$ cat src/rtl/ex_skid_pipe_reg_if.sv
// EX/MEM boundary bundle: upstream valid/ready entry, downstream entry and cache ready.
// slave is the pipeline register's view, master the surrounding EX/MEM logic.
interface ex_skid_pipe_reg_if #(
  parameter int DATA_W = 10,
  parameter int SEL_W  = 3
);
  logic              in_valid;
  logic              in_ready;
  logic [DATA_W-1:0] rs_in;
  logic [DATA_W-1:0] rt_in;
  logic [DATA_W-1:0] ALU_result_in;
  logic [SEL_W-1:0]  reg_writesel_in;
  logic              reg_write_en_in;
  logic              RAM_writeEnable_in;
  logic              MemtoReg_in;
  logic              PC_en_in;

  logic              cache_Ready;
  logic              out_valid;
  logic [DATA_W-1:0] rs_out;
  logic [DATA_W-1:0] rt_out;
  logic [DATA_W-1:0] ALU_result_out;
  logic [SEL_W-1:0]  reg_writesel_out;
  logic              reg_write_en_out;
  logic              RAM_writeEnable_out;
  logic              MemtoReg_out;
  logic              PC_en_out;

  modport slave (
    input  in_valid, rs_in, rt_in, ALU_result_in, reg_writesel_in,
           reg_write_en_in, RAM_writeEnable_in, MemtoReg_in, PC_en_in, cache_Ready,
    output in_ready, out_valid, rs_out, rt_out, ALU_result_out, reg_writesel_out,
           reg_write_en_out, RAM_writeEnable_out, MemtoReg_out, PC_en_out
  );

  modport master (
    output in_valid, rs_in, rt_in, ALU_result_in, reg_writesel_in,
           reg_write_en_in, RAM_writeEnable_in, MemtoReg_in, PC_en_in, cache_Ready,
    input  in_ready, out_valid, rs_out, rt_out, ALU_result_out, reg_writesel_out,
           reg_write_en_out, RAM_writeEnable_out, MemtoReg_out, PC_en_out
  );
endinterface

$ cat src/rtl/ex_skid_pipe_reg.sv
// EX/MEM pipeline register with a 2-entry skid buffer, flush and bubble gating; state on falling edge.
// Optional STALL_CNT_EN adds a saturating stall_count output.
module ex_skid_pipe_reg #(
  parameter int DATA_W = 10,
  parameter int SEL_W  = 3,
  parameter int CNT_W  = 8
) (
  input  logic               clk,
  input  logic               reset,
  input  logic               flush,
  ex_skid_pipe_reg_if.slave  bus
`ifdef STALL_CNT_EN
  ,
  output logic [CNT_W-1:0]   stall_count
`endif
);

  if (DATA_W < 1 || SEL_W < 1 || CNT_W < 1) begin : g_param_check
    $error("ex_skid_pipe_reg: widths must be positive");
  end

  typedef struct packed {
    logic [DATA_W-1:0] rs;
    logic [DATA_W-1:0] rt;
    logic [DATA_W-1:0] alu;
    logic [SEL_W-1:0]  sel;
    logic              reg_we;
    logic              ram_we;
    logic              mem2reg;
    logic              pc_en;
  } entry_t;

  entry_t in_ent;
  entry_t m_q, m_d;
  entry_t s_q, s_d;
  logic   m_vld_q, m_vld_d;
  logic   s_vld_q, s_vld_d;
  logic   in_rdy_q, in_rdy_d;
  logic   acc, drn, m_upd;

  assign in_ent = '{rs:      bus.rs_in,
                    rt:      bus.rt_in,
                    alu:     bus.ALU_result_in,
                    sel:     bus.reg_writesel_in,
                    reg_we:  bus.reg_write_en_in,
                    ram_we:  bus.RAM_writeEnable_in,
                    mem2reg: bus.MemtoReg_in,
                    pc_en:   bus.PC_en_in};

  assign acc   = bus.in_valid & in_rdy_q;
  assign drn   = m_vld_q & bus.cache_Ready;
  assign m_upd = ~m_vld_q | drn;

  always_comb begin
    m_d     = m_q;
    s_d     = s_q;
    m_vld_d = m_vld_q;
    s_vld_d = s_vld_q;
    if (flush) begin
      m_d     = '0;
      s_d     = '0;
      m_vld_d = 1'b0;
      s_vld_d = 1'b0;
    end else if (m_upd) begin
      if (s_vld_q) begin
        // skid entry moves up; a same-cycle accept refills the skid slot
        m_d     = s_q;
        m_vld_d = 1'b1;
        s_vld_d = acc;
        if (acc) s_d = in_ent;
      end else if (acc) begin
        m_d     = in_ent;
        m_vld_d = 1'b1;
      end else begin
        m_vld_d = 1'b0;
      end
    end else if (acc && !s_vld_q) begin
      s_d     = in_ent;
      s_vld_d = 1'b1;
    end
    in_rdy_d = ~s_vld_d;
  end

  always_ff @(negedge clk) begin
    if (reset) begin
      m_q      <= '0;
      s_q      <= '0;
      m_vld_q  <= 1'b0;
      s_vld_q  <= 1'b0;
      in_rdy_q <= 1'b1;
    end else begin
      m_q      <= m_d;
      s_q      <= s_d;
      m_vld_q  <= m_vld_d;
      s_vld_q  <= s_vld_d;
      in_rdy_q <= in_rdy_d;
    end
  end

`ifdef STALL_CNT_EN
  logic [CNT_W-1:0] stall_q, stall_d;

  // flush deliberately leaves the counter alone
  always_comb begin
    stall_d = stall_q;
    if (m_vld_q && !bus.cache_Ready && (stall_q != {CNT_W{1'b1}}))
      stall_d = stall_q + CNT_W'(1);
  end

  always_ff @(negedge clk) begin
    if (reset) stall_q <= '0;
    else       stall_q <= stall_d;
  end

  assign stall_count = stall_q;
`endif

  assign bus.in_ready            = in_rdy_q;
  assign bus.out_valid           = m_vld_q;
  assign bus.rs_out              = m_q.rs;
  assign bus.rt_out              = m_q.rt;
  assign bus.ALU_result_out      = m_q.alu;
  assign bus.reg_writesel_out    = m_q.sel;
  assign bus.reg_write_en_out    = m_vld_q & m_q.reg_we;
  assign bus.RAM_writeEnable_out = m_vld_q & m_q.ram_we;
  assign bus.MemtoReg_out        = m_vld_q & m_q.mem2reg;
  assign bus.PC_en_out           = ~m_vld_q | m_q.pc_en;

endmodule

$ cat src/flat_wrapper.sv
// flat-port wrapper written by rule: the top's interface ports become plain ports
module ex_skid_pipe_reg_flat 
#(
  parameter int DATA_W = 10,
  parameter int SEL_W  = 3,
  parameter int CNT_W  = 8
)
  (clk, reset, flush, bus_in_valid, bus_rs_in, bus_rt_in, bus_ALU_result_in, bus_reg_writesel_in, bus_reg_write_en_in, bus_RAM_writeEnable_in, bus_MemtoReg_in, bus_PC_en_in, bus_cache_Ready, bus_in_ready, bus_out_valid, bus_rs_out, bus_rt_out, bus_ALU_result_out, bus_reg_writesel_out, bus_reg_write_en_out, bus_RAM_writeEnable_out, bus_MemtoReg_out, bus_PC_en_out);
  ex_skid_pipe_reg_if #(.DATA_W(DATA_W), .SEL_W(SEL_W)) bus_i ();
  input  logic clk;
  input  logic reset;
  input  logic flush;
  input wire logic [$bits(bus_i.in_valid)-1:0] bus_in_valid;
  input wire logic [$bits(bus_i.rs_in)-1:0] bus_rs_in;
  input wire logic [$bits(bus_i.rt_in)-1:0] bus_rt_in;
  input wire logic [$bits(bus_i.ALU_result_in)-1:0] bus_ALU_result_in;
  input wire logic [$bits(bus_i.reg_writesel_in)-1:0] bus_reg_writesel_in;
  input wire logic [$bits(bus_i.reg_write_en_in)-1:0] bus_reg_write_en_in;
  input wire logic [$bits(bus_i.RAM_writeEnable_in)-1:0] bus_RAM_writeEnable_in;
  input wire logic [$bits(bus_i.MemtoReg_in)-1:0] bus_MemtoReg_in;
  input wire logic [$bits(bus_i.PC_en_in)-1:0] bus_PC_en_in;
  input wire logic [$bits(bus_i.cache_Ready)-1:0] bus_cache_Ready;
  output wire logic [$bits(bus_i.in_ready)-1:0] bus_in_ready;
  output wire logic [$bits(bus_i.out_valid)-1:0] bus_out_valid;
  output wire logic [$bits(bus_i.rs_out)-1:0] bus_rs_out;
  output wire logic [$bits(bus_i.rt_out)-1:0] bus_rt_out;
  output wire logic [$bits(bus_i.ALU_result_out)-1:0] bus_ALU_result_out;
  output wire logic [$bits(bus_i.reg_writesel_out)-1:0] bus_reg_writesel_out;
  output wire logic [$bits(bus_i.reg_write_en_out)-1:0] bus_reg_write_en_out;
  output wire logic [$bits(bus_i.RAM_writeEnable_out)-1:0] bus_RAM_writeEnable_out;
  output wire logic [$bits(bus_i.MemtoReg_out)-1:0] bus_MemtoReg_out;
  output wire logic [$bits(bus_i.PC_en_out)-1:0] bus_PC_en_out;
  assign bus_i.in_valid = bus_in_valid;
  assign bus_i.rs_in = bus_rs_in;
  assign bus_i.rt_in = bus_rt_in;
  assign bus_i.ALU_result_in = bus_ALU_result_in;
  assign bus_i.reg_writesel_in = bus_reg_writesel_in;
  assign bus_i.reg_write_en_in = bus_reg_write_en_in;
  assign bus_i.RAM_writeEnable_in = bus_RAM_writeEnable_in;
  assign bus_i.MemtoReg_in = bus_MemtoReg_in;
  assign bus_i.PC_en_in = bus_PC_en_in;
  assign bus_i.cache_Ready = bus_cache_Ready;
  assign bus_in_ready = bus_i.in_ready;
  assign bus_out_valid = bus_i.out_valid;
  assign bus_rs_out = bus_i.rs_out;
  assign bus_rt_out = bus_i.rt_out;
  assign bus_ALU_result_out = bus_i.ALU_result_out;
  assign bus_reg_writesel_out = bus_i.reg_writesel_out;
  assign bus_reg_write_en_out = bus_i.reg_write_en_out;
  assign bus_RAM_writeEnable_out = bus_i.RAM_writeEnable_out;
  assign bus_MemtoReg_out = bus_i.MemtoReg_out;
  assign bus_PC_en_out = bus_i.PC_en_out;
  ex_skid_pipe_reg #(.DATA_W(DATA_W), .SEL_W(SEL_W), .CNT_W(CNT_W)) u_core (.clk(clk), .reset(reset), .flush(flush), .bus(bus_i));
endmodule
$ cat config.mk
export PLATFORM = sky130hd
export DESIGN_NAME = ex_skid_pipe_reg_flat
export DESIGN_NICKNAME = d
export VERILOG_FILES = /design/src/rtl/ex_skid_pipe_reg_if.sv /design/src/rtl/ex_skid_pipe_reg.sv /design/src/flat_wrapper.sv
export SDC_FILE = /design/constraint.sdc
export NUM_CORES = 1
export LEC_CHECK = 0
export CORE_AREA = 2 2 89 155
export CTS_BUF_LIST = sky130_fd_sc_hd__clkbuf_4
export CTS_CLUSTER_DIAMETER = 40
export DETAILED_ROUTE_END_ITERATION = 10
export DIE_AREA = 0 0 91 157
export SLEW_MARGIN = 40
export SYNTH_ARGS = -nofsm -noshare
export SYNTH_HDL_FRONTEND = slang
export SYNTH_SLANG_ARGS = --single-unit
$ cat constraint.sdc
create_clock -name clk -period 1.7 [get_ports clk]
set_input_delay 0.255 -clock clk [delete_from_list [all_inputs] [get_ports clk]]
set_output_delay 0.255 -clock clk [all_outputs]
set_load 0.05 [all_outputs]
==> reports/results.ini <==
[status]
status = finished with violations
failed_checks = negative setup slack

[grt]
grt_max_degree = 30
grt-ovfl-total = 0
grt_pass1_vias = 3883
grt_use_total = 0.161
grt_first_pass_wirelength_um = 18300
antenna_found_initial = 1

[clock_network]
clockBufferDepth = 2
ctsHtreeMaxLevel = 3
cts_root_buf = clkbuf_4
hold_buffers = 0
cts_tree = built
numCtsBuffers = 9
clkTransAtPathRegs_ns = 0.04
cts_num_sinks = 77
clk_latency_ns = 0.49

[placed_design]
place_hpwl_um = 7070
dp_cells = 623
gp_congestion = 0.721
port_buffers = 80

[yosys]
seq_area_frac_synth = 0.400
syn_area_um2 = 3850
syn_inst = 387
synth_seq_cells = 77
syn_nets = 429
yosys.area_share.adder = 0
synth-compound-area-share = 0.255
yosysUniqueCellTypes = 26
ys_warn_count = 0
muxShareOfSynthArea = 0.0961
synth_top_family_by_area = compound AO/OA/AOI/OAI gates
synth-simple-area-share = 0.106
synth-xor-area-share = 0.0143
syn_area_per_cell_um2 = 9.96

[setup_path]
critPathMaxStageDelay_ns = 0.35
slowest_stage = dfxtp_4
critPathKind = register to output port
reg2reg_slack_ns = 0.24
r2r_start = u_core.s_vld_q
cp-startpoint = u_core.bus.out_valid
worst_ep_arrival_time_ns = 2.10
cp-start-kind = register
rr_worst_depth = 3
cp_max_fo = 4
end_kind = output port
r2r-end = u_core.bus.ALU_result_out[4]
required_ns = 1.44
path_cells = buf_4 > and2_4 > buf_12

[cells_and_area]
syn_to_final_growth_pct = 70.6
drive_above_1_share = 0.563
layout_commonest_cell = inv_1
fillers = 1250
finish.net_count = 614
fin_cells = 749
final_cell_mix = 77 x inv_1, 59 x buf_4, 53 x buf_12, 41 x dfxtp_1

[sta]
slew_violations = 0
rsz0062_at_grt = true
fin_setup_tns_ns = -15.54
finalSetupViolCount = 40
finalClockSkew_ns = 0.0224
slew_headroom = 0.766
tightestPinTransition_ns = 0.351
hold_viol = 0
setup_slack_ns = -0.653

[pwr]
power_frac_clock = 0.392
p_seq_frac = 0.392
p_switching_w = 0.00177
peakVddDrop_uv = 326
internal_power_w = 0.00309
p_leak_nw = 2.57
swShare = 0.364
combPwrFrac = 0.216
p_per_area_nw_per_um2 = 740

[hold_path]
worstHoldPathCells = 2
hold_path.class = register to register
whs_endpoint = u_core.s_q[2]
hold_start = u_core.s_q[2]

[die]
die_w_um = 91
start_util = 0.298
rows = 55
core-area_um2 = 12900
die_y_um = 157
pin_count = 81
die_area_um2 = 14300

[routing]
drt_iter0_markers = 105
postRouteAntennaNets = 0
vias_per_cell = 4.68
dr.pass1.iters = 4
wl_um = 11500
vias = 3503
drt-wirelength-per-cell_um = 15.3
drc = 0

[job]
maxCapViolCount = 0

cells by family after synthesis:
logic type                count (synthesis)
and+or+nand+nor                          88
muxes                                    37
DFF                                      77
buffers and inverters                    69
xor gates and xnor gates                  2
AOI/OAI and AO/OA                       114
layer usage:
layer	up-vias	global-route usage	part of all wire	routed length [µm]
met3	12	0.0498	0.039	451
met1	1694	0.159	0.38	4400
met4	0	0.0880	0.017	200
met2	86	0.296	0.56	6430
li1	1711	-	-	-
met5	-	0	0	0
final cells by class:
| type | count | area, µm² | share of cell area |
|---|---|---|---|
| diodes | 1 | 2.50 | 0.000381 |
| clock inverters | 84 | 369 | 0.0561 |
| well taps | 171 | 214 | 0.0325 |
| clock buffers | 9 | 67.6 | 0.0103 |
| repair buffers | 165 | 2150 | 0.326 |
| flip-flops and latches | 77 | 1600 | 0.244 |
| multi-input cells | 242 | 2170 | 0.330 |
flip-flops by register name (all words and copies together), names as in the netlist:
| signal | cells |
|---|---|
| u_core.bus.ALU_result_out | 10 |
| u_core.bus.in_ready | 1 |
| u_core.bus.out_valid | 1 |
| u_core.bus.reg_writesel_out | 3 |
| u_core.bus.rs_out | 10 |
| u_core.bus.rt_out | 10 |
| u_core.m_q | 4 |
| u_core.s_q | 37 |
| u_core.s_vld_q | 1 |
critical path: cells and delay by family, from the launching register on:
family,cells,cell delay (ns)
DFF,1,0.35
buffers and inverters,2,0.28
and+or+nand+nor,1,0.16
metrics by stage:
stage	worst slack (ns)	area (µm²)	utilization	hold slack (ns)	power (W)
after floorplan	-0.318	4250	-	0.439	0.00276
after detailed placement	-0.895	5650	0.437	0.450	0.00314
after global routing	-0.703	6580	0.508	0.475	0.00522
after CTS	-0.685	6480	0.501	0.457	0.00492
final	-0.653	6580	0.508	0.452	0.00486
after global placement	-0.872	5650	0.437	0.445	0.00313
worst max path at each step:
stage	endpoint	depth (start not counted)
floorplan	u_core.bus.ALU_result_out[0]	6
global placement	u_core.bus.reg_writesel_out[0]	6
detailed placement	u_core.bus.reg_writesel_out[0]	6
CTS	bus_reg_write_en_out	3
global route	bus_reg_write_en_out	3
finish	bus_reg_write_en_out	3
Yosys cell counts, drive strengths merged:
master | instances | area [µm²]
nand2 | 2 | 7.51
nor3 | 1 | 5.00
buf | 60 | 463
nand3 | 37 | 185
xnor2 | 2 | 55.1
a21oi | 37 | 260
or2 | 1 | 6.26
clkbuf | 8 | 30.0
o21a | 1 | 7.51
a211oi | 37 | 443
dfxtp | 77 | 1540
mux2i | 37 | 370
and2 | 5 | 32.5
inv | 1 | 3.75
nor2 | 39 | 146
or2b | 1 | 7.51
nand2b | 1 | 8.76
and2b | 1 | 10.0
o21ai | 39 | 270
power by group through the flow:
stage	Combinational (W)	Clock [W]	Sequential, W
floorplan	0.000552	0.000278	0.00193
global placement	0.000911	0.000278	0.00194
detailed placement	0.000924	0.000278	0.00194
CTS	0.00104	0.00197	0.00191
global route	0.00111	0.00221	0.00191
finish	0.00105	0.00190	0.00191
what timing repair did:
| action | 4_1_cts | 5_1_grt |
|---|---|---|
| cloned | 7 | 3 |
| setup endpoints to repair | 116 | 72 |
| buffers inserted | 18 | 7 |
| gates resized for setup | 60 | 10 |
| pin swaps | 4 | 8 |
Power figures use the tool's default switching activity.
